File: src/rtl/reg_bank_wr_arbiter_if.sv
// Write-path bundle between requesters A/B, the arbiter and the register bank.
// prot_err exists only when REG_ARB_PROT_EN is defined.
interface reg_bank_wr_arbiter_if #(
    parameter int NREGS = 4,
    parameter int AW    = 2
);
    logic             a_req;
    logic [AW-1:0]    a_addr;
    logic [1:0]       a_len;
    logic [15:0]      a_data;
    logic             a_gnt;
    logic             a_ack;
    logic             b_req;
    logic [AW-1:0]    b_addr;
    logic [1:0]       b_len;
    logic [15:0]      b_data;
    logic             b_gnt;
    logic             b_ack;
    logic [NREGS-1:0] reg_en;
    logic [15:0]      reg_wdata;
    logic             busy;
`ifdef REG_ARB_PROT_EN
    logic             prot_err;
`endif

    modport master (
        output a_req, a_addr, a_len, a_data, b_req, b_addr, b_len, b_data,
        input  a_gnt, a_ack, b_gnt, b_ack, reg_en, reg_wdata, busy
`ifdef REG_ARB_PROT_EN
        , input prot_err
`endif
    );

    modport slave (
        input  a_req, a_addr, a_len, a_data, b_req, b_addr, b_len, b_data,
        output a_gnt, a_ack, b_gnt, b_ack, reg_en, reg_wdata, busy
`ifdef REG_ARB_PROT_EN
        , output prot_err
`endif
    );
endinterface

File: src/rtl/reg_bank_wr_arbiter.sv
// Round-robin burst write arbiter for a bank of NREGS 16-bit registers.
// Define REG_ARB_PROT_EN to write-protect register 0 against requester B.
module reg_bank_wr_arbiter #(
    parameter int NREGS = 4,
    parameter int AW    = 2
) (
    input  logic                 clk,
    input  logic                 rst,
    reg_bank_wr_arbiter_if.slave bus
);
    localparam logic [1:0] IDLE    = 2'd0;
    localparam logic [1:0] BURST_A = 2'd1;
    localparam logic [1:0] BURST_B = 2'd2;

    logic [1:0]    state, state_nxt;
    logic          prio, prio_nxt;
    logic [AW-1:0] cur_addr, addr_nxt;
    logic [1:0]    beats_left, beats_nxt;
    logic          own_a, own_b, beat, wr;
    logic [15:0]   data_sel;

    // All outputs decode from state, so an async reset clears them without a clock edge.
    assign own_a    = (state == BURST_A);
    assign own_b    = (state == BURST_B);
    assign beat     = (own_a && bus.a_req) || (own_b && bus.b_req);
    assign data_sel = own_a ? bus.a_data : bus.b_data;

`ifdef REG_ARB_PROT_EN
    logic blocked;
    assign blocked = own_b && bus.b_req && (cur_addr == '0);
    assign wr      = beat && !blocked;

    always_ff @(posedge clk or negedge rst) begin
        if (!rst) bus.prot_err <= 1'b0;
        else      bus.prot_err <= blocked;
    end
`else
    assign wr = beat;
`endif

    assign bus.a_gnt     = own_a;
    assign bus.b_gnt     = own_b;
    assign bus.busy      = own_a || own_b;
    assign bus.a_ack     = own_a && bus.a_req;
    assign bus.b_ack     = own_b && bus.b_req;
    assign bus.reg_wdata = beat ? data_sel : 16'h0;
    assign bus.reg_en    = wr ? (NREGS'(1) << cur_addr) : '0;

    always_comb begin
        state_nxt = state;
        prio_nxt  = prio;
        addr_nxt  = cur_addr;
        beats_nxt = beats_left;
        case (state)
            IDLE: begin
                if (bus.a_req && (!bus.b_req || !prio)) begin
                    state_nxt = BURST_A;
                    addr_nxt  = bus.a_addr;
                    beats_nxt = bus.a_len;
                end else if (bus.b_req) begin
                    state_nxt = BURST_B;
                    addr_nxt  = bus.b_addr;
                    beats_nxt = bus.b_len;
                end
            end
            BURST_A, BURST_B: begin
                if (beat) begin
                    addr_nxt  = cur_addr + AW'(1);
                    beats_nxt = beats_left - 2'd1;
                end
                // Last beat or abort: hand preference to the requester that just lost.
                if (!beat || beats_left == 2'd0) begin
                    state_nxt = IDLE;
                    prio_nxt  = own_a;
                end
            end
            default: state_nxt = IDLE;
        endcase
    end

    always_ff @(posedge clk or negedge rst) begin
        if (!rst) begin
            state      <= IDLE;
            prio       <= 1'b0;
            cur_addr   <= '0;
            beats_left <= 2'd0;
        end else begin
            state      <= state_nxt;
            prio       <= prio_nxt;
            cur_addr   <= addr_nxt;
            beats_left <= beats_nxt;
        end
    end
endmodule
File: src/flat_wrapper.sv
// flat-port wrapper written by rule: the top's interface ports become plain ports
module reg_bank_wr_arbiter_flat 
#(
    parameter int NREGS = 4,
    parameter int AW    = 2
)
  (clk, rst, bus_a_req, bus_a_addr, bus_a_len, bus_a_data, bus_b_req, bus_b_addr, bus_b_len, bus_b_data, bus_a_gnt, bus_a_ack, bus_b_gnt, bus_b_ack, bus_reg_en, bus_reg_wdata, bus_busy);
  reg_bank_wr_arbiter_if #(.NREGS(NREGS), .AW(AW)) bus_i ();
  input  logic clk;
  input  logic rst;
  input wire logic [$bits(bus_i.a_req)-1:0] bus_a_req;
  input wire logic [$bits(bus_i.a_addr)-1:0] bus_a_addr;
  input wire logic [$bits(bus_i.a_len)-1:0] bus_a_len;
  input wire logic [$bits(bus_i.a_data)-1:0] bus_a_data;
  input wire logic [$bits(bus_i.b_req)-1:0] bus_b_req;
  input wire logic [$bits(bus_i.b_addr)-1:0] bus_b_addr;
  input wire logic [$bits(bus_i.b_len)-1:0] bus_b_len;
  input wire logic [$bits(bus_i.b_data)-1:0] bus_b_data;
  output wire logic [$bits(bus_i.a_gnt)-1:0] bus_a_gnt;
  output wire logic [$bits(bus_i.a_ack)-1:0] bus_a_ack;
  output wire logic [$bits(bus_i.b_gnt)-1:0] bus_b_gnt;
  output wire logic [$bits(bus_i.b_ack)-1:0] bus_b_ack;
  output wire logic [$bits(bus_i.reg_en)-1:0] bus_reg_en;
  output wire logic [$bits(bus_i.reg_wdata)-1:0] bus_reg_wdata;
  output wire logic [$bits(bus_i.busy)-1:0] bus_busy;
  assign bus_i.a_req = bus_a_req;
  assign bus_i.a_addr = bus_a_addr;
  assign bus_i.a_len = bus_a_len;
  assign bus_i.a_data = bus_a_data;
  assign bus_i.b_req = bus_b_req;
  assign bus_i.b_addr = bus_b_addr;
  assign bus_i.b_len = bus_b_len;
  assign bus_i.b_data = bus_b_data;
  assign bus_a_gnt = bus_i.a_gnt;
  assign bus_a_ack = bus_i.a_ack;
  assign bus_b_gnt = bus_i.b_gnt;
  assign bus_b_ack = bus_i.b_ack;
  assign bus_reg_en = bus_i.reg_en;
  assign bus_reg_wdata = bus_i.reg_wdata;
  assign bus_busy = bus_i.busy;
  reg_bank_wr_arbiter #(.NREGS(NREGS), .AW(AW)) u_core (.clk(clk), .rst(rst), .bus(bus_i));
endmodule
File: config.mk
export PLATFORM = sky130hd
export DESIGN_NAME = reg_bank_wr_arbiter_flat
export DESIGN_NICKNAME = d
export VERILOG_FILES = /design/src/rtl/reg_bank_wr_arbiter_if.sv /design/src/rtl/reg_bank_wr_arbiter.sv /design/src/flat_wrapper.sv
export SDC_FILE = /design/constraint.sdc
export NUM_CORES = 1
export LEC_CHECK = 0
export ABC_AREA = 1
export BUFFER_PORTS_ARGS = -buffer_cell sky130_fd_sc_hd__buf_2
export CORE_AREA = 4 4 54 56
export CTS_CLUSTER_SIZE = 8
export DETAILED_ROUTE_END_ITERATION = 10
export DIE_AREA = 0 0 58 60
export PLACE_DENSITY = 0.78
export SYNTH_ARGS = -nofsm -noshare
export SYNTH_HDL_FRONTEND = slang
export SYNTH_SLANG_ARGS = --single-unit
File: constraint.sdc
create_clock -name clk -period 1.8 [get_ports clk]
set_clock_uncertainty 0.05 [all_clocks]
set_input_delay 0 -clock clk [delete_from_list [all_inputs] [get_ports clk]]
set_output_delay 0 -clock clk [all_outputs]
set_load 0.005 [all_outputs]
==> run metrics, run 1 <==
routed len/inst 10.6 um; DP Area 1340 sq um; GR Overflow Total 0; Synth cell types 17; CP Capture Type primary output; share of cells above drive strength 1 45.9%; syn_area_per_cell 6.56 sq um; maximum clock path buffer count 2; clk_lat worst skew 0.27 ns; yosys warns 0; cell area after layout 1410 sq um; syn_nets 201; max_slew headroom 82.9%; DR pass1 iterations 4; Layout Cells excl Fill 252; HP Class in2async; fmax 582 MHz; global-route wire length before repair 3980 um; power per cell area 1220 nW/um^2; I/O Pins 69; crit-path max FO 11; Core ar. 2430 sq um; Synth area leaders dfrtp_1 18%, nand2_1 18%, mux2_2 17%; initial antenna violation count 0; final hold vios 0; Max IR drop VDD 0.000976 V; flops & latches, synth 7; sw frac 48.2%; Post-DP HPWL 2260 um; reg2reg path depth 8; crit start category flop; Nets 275; Power, Total 1.72 mW; gr usage total 14.6%; cell internal pwr 0.888 mW; placed insts 246; ranking of synthesized cells by instance count 46 x nand2_1, 38 x inv_1, 15 x mux2_2, 10 x nand3_1, 8 x ha_1; leak pwr 0.973 nW; Async S/R FF share, synth 100%; pin count of the biggest net entering global routing 18; Comb pwr share 74.2%; number of port buffers 68; vias per cell 4.48; top cell type's share of synthesized area 17.9%; worst r2r dst u_core.beats_left[1]; CP Launch Point u_core.state[0]; DRT Wirelength 2680 um; drt drc 0; Worst-Margin Slew 0.257 ns; Initial Util 40.2%; Reg2Reg Launch Point u_core.state[0]; minimum clock period 1.72 ns; number of CTS-inserted buffers 3; die width 58 um; Root Driver clkbuf_4; maxcap violations 0; die footprint 3480 sq um; DR vias 1,130; Mapped Area 977 sq um; EDFF count, synth 0; Die Ht 60 um; number of H-tree levels 1; count leader, synth nand2_1; reg2reg setup slack 0.13 ns; Setup crit end bus_reg_wdata[15]; cell count after synthesis 149; Crit path required time 1.75 ns; CP Data Arrival Time 1.67 ns; Reg power frac 17.0%; final slew viol count 0; cell taking the most area after synthesis dfrtp_1; Worst Setup Path Type reg2out; Seq/Total Area, Yosys 17.9%; Final Setup Violations 0; multi-input logic area 622 sq um; CTS tree done; Main synth FF type dfrtp_1; gpl congestion 0.847; clk sink count 7; Clock Power Share 8.8%; Seq. cell area 175 sq um; num rows 18; layout filler cell count 238; switching component of the power 0.828 mW; ANT nets after route 0; Layout area overhead 43.8%; # diodes 0; Clock transition at path regs 0.06 ns; vias in the first global route 1,014; final period utilization 95.4%; Initial DRC Count 40; status completed
what timing repair did:
| action | in CTS | in global routing |
|---|---|---|
| gates resized for setup | 1 | 5 |
| hold buffers | 1 | 0 |
| endpoints found under the hold margin | 7 | 0 |
| setup endpoints to repair | 10 | 16 |
| buffers inserted | 0 | 1 |
critical path: stages (launching register included):
cell,delay [ns]
dfrtp_1,0.42
inv_1,0.08
ha_1,0.22
nand2_1,0.14
nand2_4,0.11
buf_4,0.19
nand2_1,0.08
inv_1,0.04
buf_2,0.11
flip-flops by register name, indices dropped and copies added (netlist names):
register and cells:
u_core.prio 1, u_core.cur_addr 2, u_core.state 2, u_core.beats_left 2
placed cells by master (no fill, tap or decap), types with 3 or more instances in the layout:
cell type,Yosys,routed
buf_2,0,68
nand2_1,46,46
inv_1,38,37
mux2_2,15,15
nand3_1,10,10
ha_1,8,7
dfrtp_1,7,7
nor2_1,5,5
inv_2,3,4
nand2_2,3,3
o21ai_1,3,3
clkbuf_4,0,3
cells by family (layout without fill, tap and decap cells):
kind of cell | count (synthesis) | count (layout) | share of synthesized area [%]
adder cells (fa/ha/maj) | 8 | 8 | 10.2
buffers and inverters | 45 | 118 | 19.7
AO/OA/AOI/OAI | 4 | 4 | 2.05
AND/OR/NAND/NOR | 69 | 69 | 31.6
flip-flops | 7 | 7 | 17.9
multiplexers | 16 | 16 | 18.4
power by group through the flow:
stage	Sequential (mW)	Clock (mW)	Combinational (mW)
after floorplan	0.276	0	0.916
after global placement	0.286	0	1.21
after detailed placement	0.288	0	1.23
after CTS	0.286	0.155	1.24
after global routing	0.303	0.175	1.45
final	0.292	0.151	1.27
per-layer routing:
layer  wire length, um  global-route usage, %
met3               343                   6.05
met2              1320                   28.4
met5                 0                      0
met1               991                   14.5
met4                20                   2.98
worst min-delay path by stage:
stage                     from                   end  slack [ns]  cells past startpoint
after floorplan            rst  u_core.beats_left[0]       -0.35                      0
after global placement     rst  u_core.beats_left[1]       -0.20                      1
final                      rst    u_core.cur_addr[1]        0.04                      2
after CTS                  rst           u_core.prio        0.05                      2
after detailed placement   rst  u_core.beats_left[1]       -0.20                      1
after global routing       rst  u_core.beats_left[1]        0.05                      2
per-stage QoR:
step / setup WS [ns] / TNS [ns] / hold slack, ns / util [%]
floorplan: 0.387 / 0 / -0.346 / -
global placement: 0.223 / 0 / -0.202 / 54.9
detailed placement: 0.200 / 0 / -0.200 / 54.9
CTS: 0.0249 / 0 / 0.0474 / 56.6
global route: -0.0442 / -0.0742 / 0.0497 / 57.8
finish: 0.0819 / 0 / 0.0417 / 57.8
layout make-up:
class	count	share of cell area, %
repair buffers	72	27.4
flip-flops and latches	7	12.5
clock buffers	4	1.87
multi-input cells	97	44.3
inverters	42	11.3
well taps	30	2.67
Note: power is estimated with default switching activity, not from simulation.
==> run 2: changes to the inputs <==
Settings changed: PLACE_DENSITY 0.78 to 0.79.
==> run 2 against run 1 <==
Sequential share of layout area is 0.11 points higher. First-iteration DRC count is 40% lower. Combinational power hardly changed. Clock-buffer cell count stayed put. Critical path type unchanged. Largest power group unchanged.
==> run metrics, run 2 (synthesis results as in run 1) <==
number of CTS-inserted buffers 3; fmax 591 MHz; CP Capture Type primary output; CP Data Arrival Time 1.64 ns; status completed; vias in the first global route 983; Clock transition at path regs 0.05 ns; Worst Setup Path Type reg2out; maxcap violations 0; layout filler cell count 270; pin count of the biggest net entering global routing 20; die footprint 3480 sq um; leak pwr 0.967 nW; routed len/inst 10.9 um; maximum clock path buffer count 2; HP Class in2async; power per cell area 1220 nW/um^2; Root Driver clkbuf_4; placed insts 246; I/O Pins 69; number of port buffers 68; CTS tree done; # diodes 0; Nets 274; top flop regs u_core.beats_left x2, u_core.cur_addr x2, u_core.state x2; crit-path max FO 10; Crit path required time 1.75 ns; Post-DP HPWL 2320 um; final slew viol count 0; gpl congestion 0.895; Core ar. 2430 sq um; RSZ-0062 raised after global routing no; number of H-tree levels 1; clk sink count 7; Reg2Reg Launch Point u_core.state[0]; final core occ 57.3%; Layout Cells excl Fill 251; Worst-Margin Slew 0.282 ns; DR pass1 iterations 2; clk_lat worst skew 0.25 ns; Die Ht 60 um; vias per cell 4.37; ANT nets after route 0; commonest non-fill, non-tap cell in the layout buf_2; global-route wire length before repair 4120 um; share of cells above drive strength 1 45.2%; CP max-delay cell dfrtp_1; drt drc 0; crit start category flop; max_slew headroom 81.2%; minimum clock period 1.69 ns; final period utilization 94.1%; Max IR drop VDD 0.000772 V; Layout area overhead 42.5%; Final Setup Violations 0; initial antenna violation count 0; DR vias 1,096; GR Overflow Total 0; commonest non-fill, non-tap cells in the layout 68 x buf_2, 46 x nand2_1, 38 x inv_1; CP Launch Point u_core.state[1]; Initial Util 40.2%; final hold vios 0; Initial DRC Count 24; Max stage delay on crit path 0.39 ns; gr usage total 15.0%; DRT Wirelength 2750 um; die width 58 um; post-CTS setup buffers 0; Power, Total 1.70 mW; num rows 18; worst path cell trace inv_1 > ha_4 > buf_6 > mux2_2 > nand2_1 > inv_2 > buf_2; Setup TNS 0 ns
## run 2: cell count changes in the layout (fill, tap and decap cells not counted)
cell    before  now
inv_2        4    3
buf_4        2    0
buf_12       1    0
inv_1       37   38
buf_6        0    2
## run 2: worst paths after layout
check | endpoint | slack, ns | depth (start not counted)
worst max-delay path | bus_reg_wdata[3] | 0.11 | 7
worst min-delay path | u_core.beats_left[1] | 0.06 | 2
worst max register to register | u_core.cur_addr[0] | 0.16 | 8
worst min register to register | u_core.beats_left[0] | 0.44 | 2
max in group asynchronous | u_core.beats_left[0] | 1.48 | 2
min in group clk | u_core.state[0] | 0.06 | 3
## run 2: area by class of cell
class | instances | area, sq um | share of cell area, %
multi-input combinational | 97 | 622 | 44.7
tap | 30 | 37.5 | 2.70
timing repair buffer | 71 | 373 | 26.8
clock buffer | 4 | 26.3 | 1.89
inverter | 42 | 159 | 11.4
sequential | 7 | 175 | 12.6
## run 2: worst max-delay path: cells and delay by family (launching register included)
kind,cells,cell delay (ns)
muxes,1,0.34
DFF,1,0.39
and+or+nand+nor,1,0.07
buffers and inverters,4,0.41
adders and majority gates,1,0.17
## run 2: what timing repair did
action / in CTS / in global routing
hold endpoints to repair: 7 / 0
resized for setup: 0 / 4
endpoints found under the setup margin: 0 / 16
hold buffers: 1 / 0
## run 2: through the flow
stage,instance area (sq um),setup WS [ns],hold slack (ns)
finish,1390,0.107,0.0556
global route,1390,0.00362,0.0694
CTS,1370,0.0136,0.0560
detailed placement,1340,0.237,-0.209
global placement,1340,0.309,-0.210
floorplan,977,0.387,-0.346
## run 2: per-layer routing
| layer | global-route usage [%] | wire, um | vias up |
|---|---|---|---|
| met4 | 2.98 | 9 | 0 |
| met2 | 29.5 | 1430 | 41 |
| met3 | 4.75 | 274 | 2 |
| met5 | 0 | 0 | - |
| met1 | 15.5 | 1030 | 468 |
| li1 | - | - | 585 |
## run 2: where the power goes
part	switching (mW)	total [mW]	internal, mW
Clock	0.0613	0.146	0.0848
Combinational	0.708	1.25	0.547
Sequential	0.0615	0.296	0.234
Total	0.831	1.70	0.865
==> run 3: changes to the inputs <==
Settings changed: CORE_AREA 4 4 54 56 to 4 4 53 55, DIE_AREA 0 0 58 60 to 0 0 57 59, PLACE_DENSITY 0.79 to 0.82.
Clock period 1.8 ns to 2 ns, I/O delays scaled along.
==> run 3 against run 2 <==
Via count is 0.46% higher. Non-clock buffer count stayed put. Worst hold slack worse by 0.013 ns. Sequential power is 13% lower. Design area is 1.4% lower. Die area is 3.4% lower. Sequential cell count stayed put.
==> run metrics, run 3 (synthesis results as in run 1) <==
status completed; die footprint 3360 sq um; DRT Wirelength 2480 um; DR pass1 iterations 4; vias in the first global route 950; gpl congestion 0.827; Worst-Margin Slew 0.243 ns; CP max-delay cell dfrtp_1; vias per cell 4.39; Clock transition at path regs 0.06 ns; Initial Util 40.9%; DR vias 1,101; post-CTS setup buffers 0; Crit path required time 1.95 ns; final slew viol count 0; Max stage delay on crit path 0.39 ns; crit start category flop; fmax 590 MHz; number of H-tree levels 1; cell area after layout 1370 sq um; layout filler cell count 238; Post-DP HPWL 2120 um; initial antenna violation count 0; Final WS setup 0.305 ns; Layout area overhead 40.5%; HP Class in2reg; Comb pwr share 73.2%; die width 57 um; Final Setup Violations 0; I/O Pins 69; crit-path max FO 12; final period utilization 84.8%; minimum clock period 1.70 ns; clk_lat worst skew 0.26 ns; final hold vios 0; maximum clock path buffer count 2; max_slew headroom 83.8%; worst path cell trace inv_1 > ha_1 > buf_4 > mux2_2 > nand2_1 > inv_1 > buf_2; GR Overflow Total 0; clk sink count 7; Core ar. 2390 sq um; Worst Setup Path Type reg2out; num rows 18; GRT busiest layer met2; Root Driver clkbuf_4; # diodes 0; Power, Total 1.48 mW; Crit path top cell by count inv_1; switching component of the power 0.723 mW; cell internal pwr 0.761 mW; CP Data Arrival Time 1.65 ns; power per cell area 1080 nW/um^2; Clock Power Share 9.4%; Nets 274; met1 Use GR 16.4%; maxcap violations 0; Place WS 0.434 ns; drt drc 0; top flop regs u_core.beats_left x2, u_core.cur_addr x2, u_core.state x2; CTS tree done; met3 usage in global routing 3.92%; CP Capture Type primary output; commonest non-fill, non-tap cells in the layout 68 x buf_2, 46 x nand2_1, 38 x inv_1; M2 GR Usage 25.3%; ANT nets after route 0; number of CTS-inserted buffers 3; routed len/inst 9.88 um; Setup TNS 0 ns; Initial DRC Count 17; Max IR drop VDD 0.000724 V; commonest non-fill, non-tap cell in the layout buf_2; Reg power frac 17.4%; pin count of the biggest net entering global routing 20; number of port buffers 68; sw frac 48.7%; gr usage total 14.2%; DP Area 1340 sq um; Die Ht 59 um; global-route wire length before repair 3900 um; leak pwr 0.965 nW; RSZ-0062 raised after global routing no; share of cells above drive strength 1 44.8%
run 3: changes by cell type in the layout (fill, tap and decap cells not counted):
cell,change
buf_4,+2
ha_1,+1
ha_4,-1
buf_6,-2
run 3: worst max-delay path: cells and delay by family, from the launching register on:
kind	cells	cell delay, ns
AND/OR/NAND/NOR	1	0.06
adder cells (fa/ha/maj)	1	0.16
multiplexers	1	0.36
buffers and inverters	4	0.42
flip-flops	1	0.39
run 3: worst paths after layout:
path	to	slack [ns]	startpoint	depth (start not counted)
max	bus_reg_wdata[9]	0.30	u_core.state[1]	7
min	u_core.state[0]	0.04	bus_a_req	3
max reg2reg	u_core.beats_left[1]	0.44	u_core.state[0]	8
min reg2reg	u_core.beats_left[0]	0.44	u_core.beats_left[0]	2
max in group asynchronous	u_core.cur_addr[1]	1.69	rst	2
min in group asynchronous	u_core.beats_left[1]	0.05	rst	2
run 3: stage by stage:
step | instances | hold WS, ns | util (%)
6_report | 251 | 0.0426 | 57.5
2_1_floorplan | 149 | -0.346 | -
3_3_place_gp | 246 | -0.203 | 56.0
3_5_place_dp | 246 | -0.202 | 56.0
4_1_cts | 251 | 0.0398 | 57.5
5_1_grt | 251 | 0.0651 | 57.5
run 3: timing repair:
action                                 in CTS  in global routing
endpoints found under the hold margin       7                  0
hold buffers                                1                  0
resized for setup                           0                  0
run 3: per-layer routing:
layer / vias up / wire, um
met2: 41 / 1250
met5: - / 0
li1: 582 / -
met4: 0 / 26
met3: 2 / 274
met1: 476 / 931
run 3: layout make-up:
cell class,instances,area [sq um],share of cell area (%)
inverter,42,159,11.6
clock buffer,4,26.3,1.91
multi-input combinational,97,609,44.4
tap,30,37.5,2.73
sequential,7,175,12.8
timing repair buffer,71,365,26.6
run 3: power by group through the flow:
stage	Combinational [mW]	Sequential (mW)	Clock, mW
floorplan	0.825	0.249	0
global route	1.25	0.267	0.149
detailed placement	1.10	0.261	0
global placement	1.08	0.259	0
CTS	1.10	0.259	0.143
finish	1.09	0.258	0.140
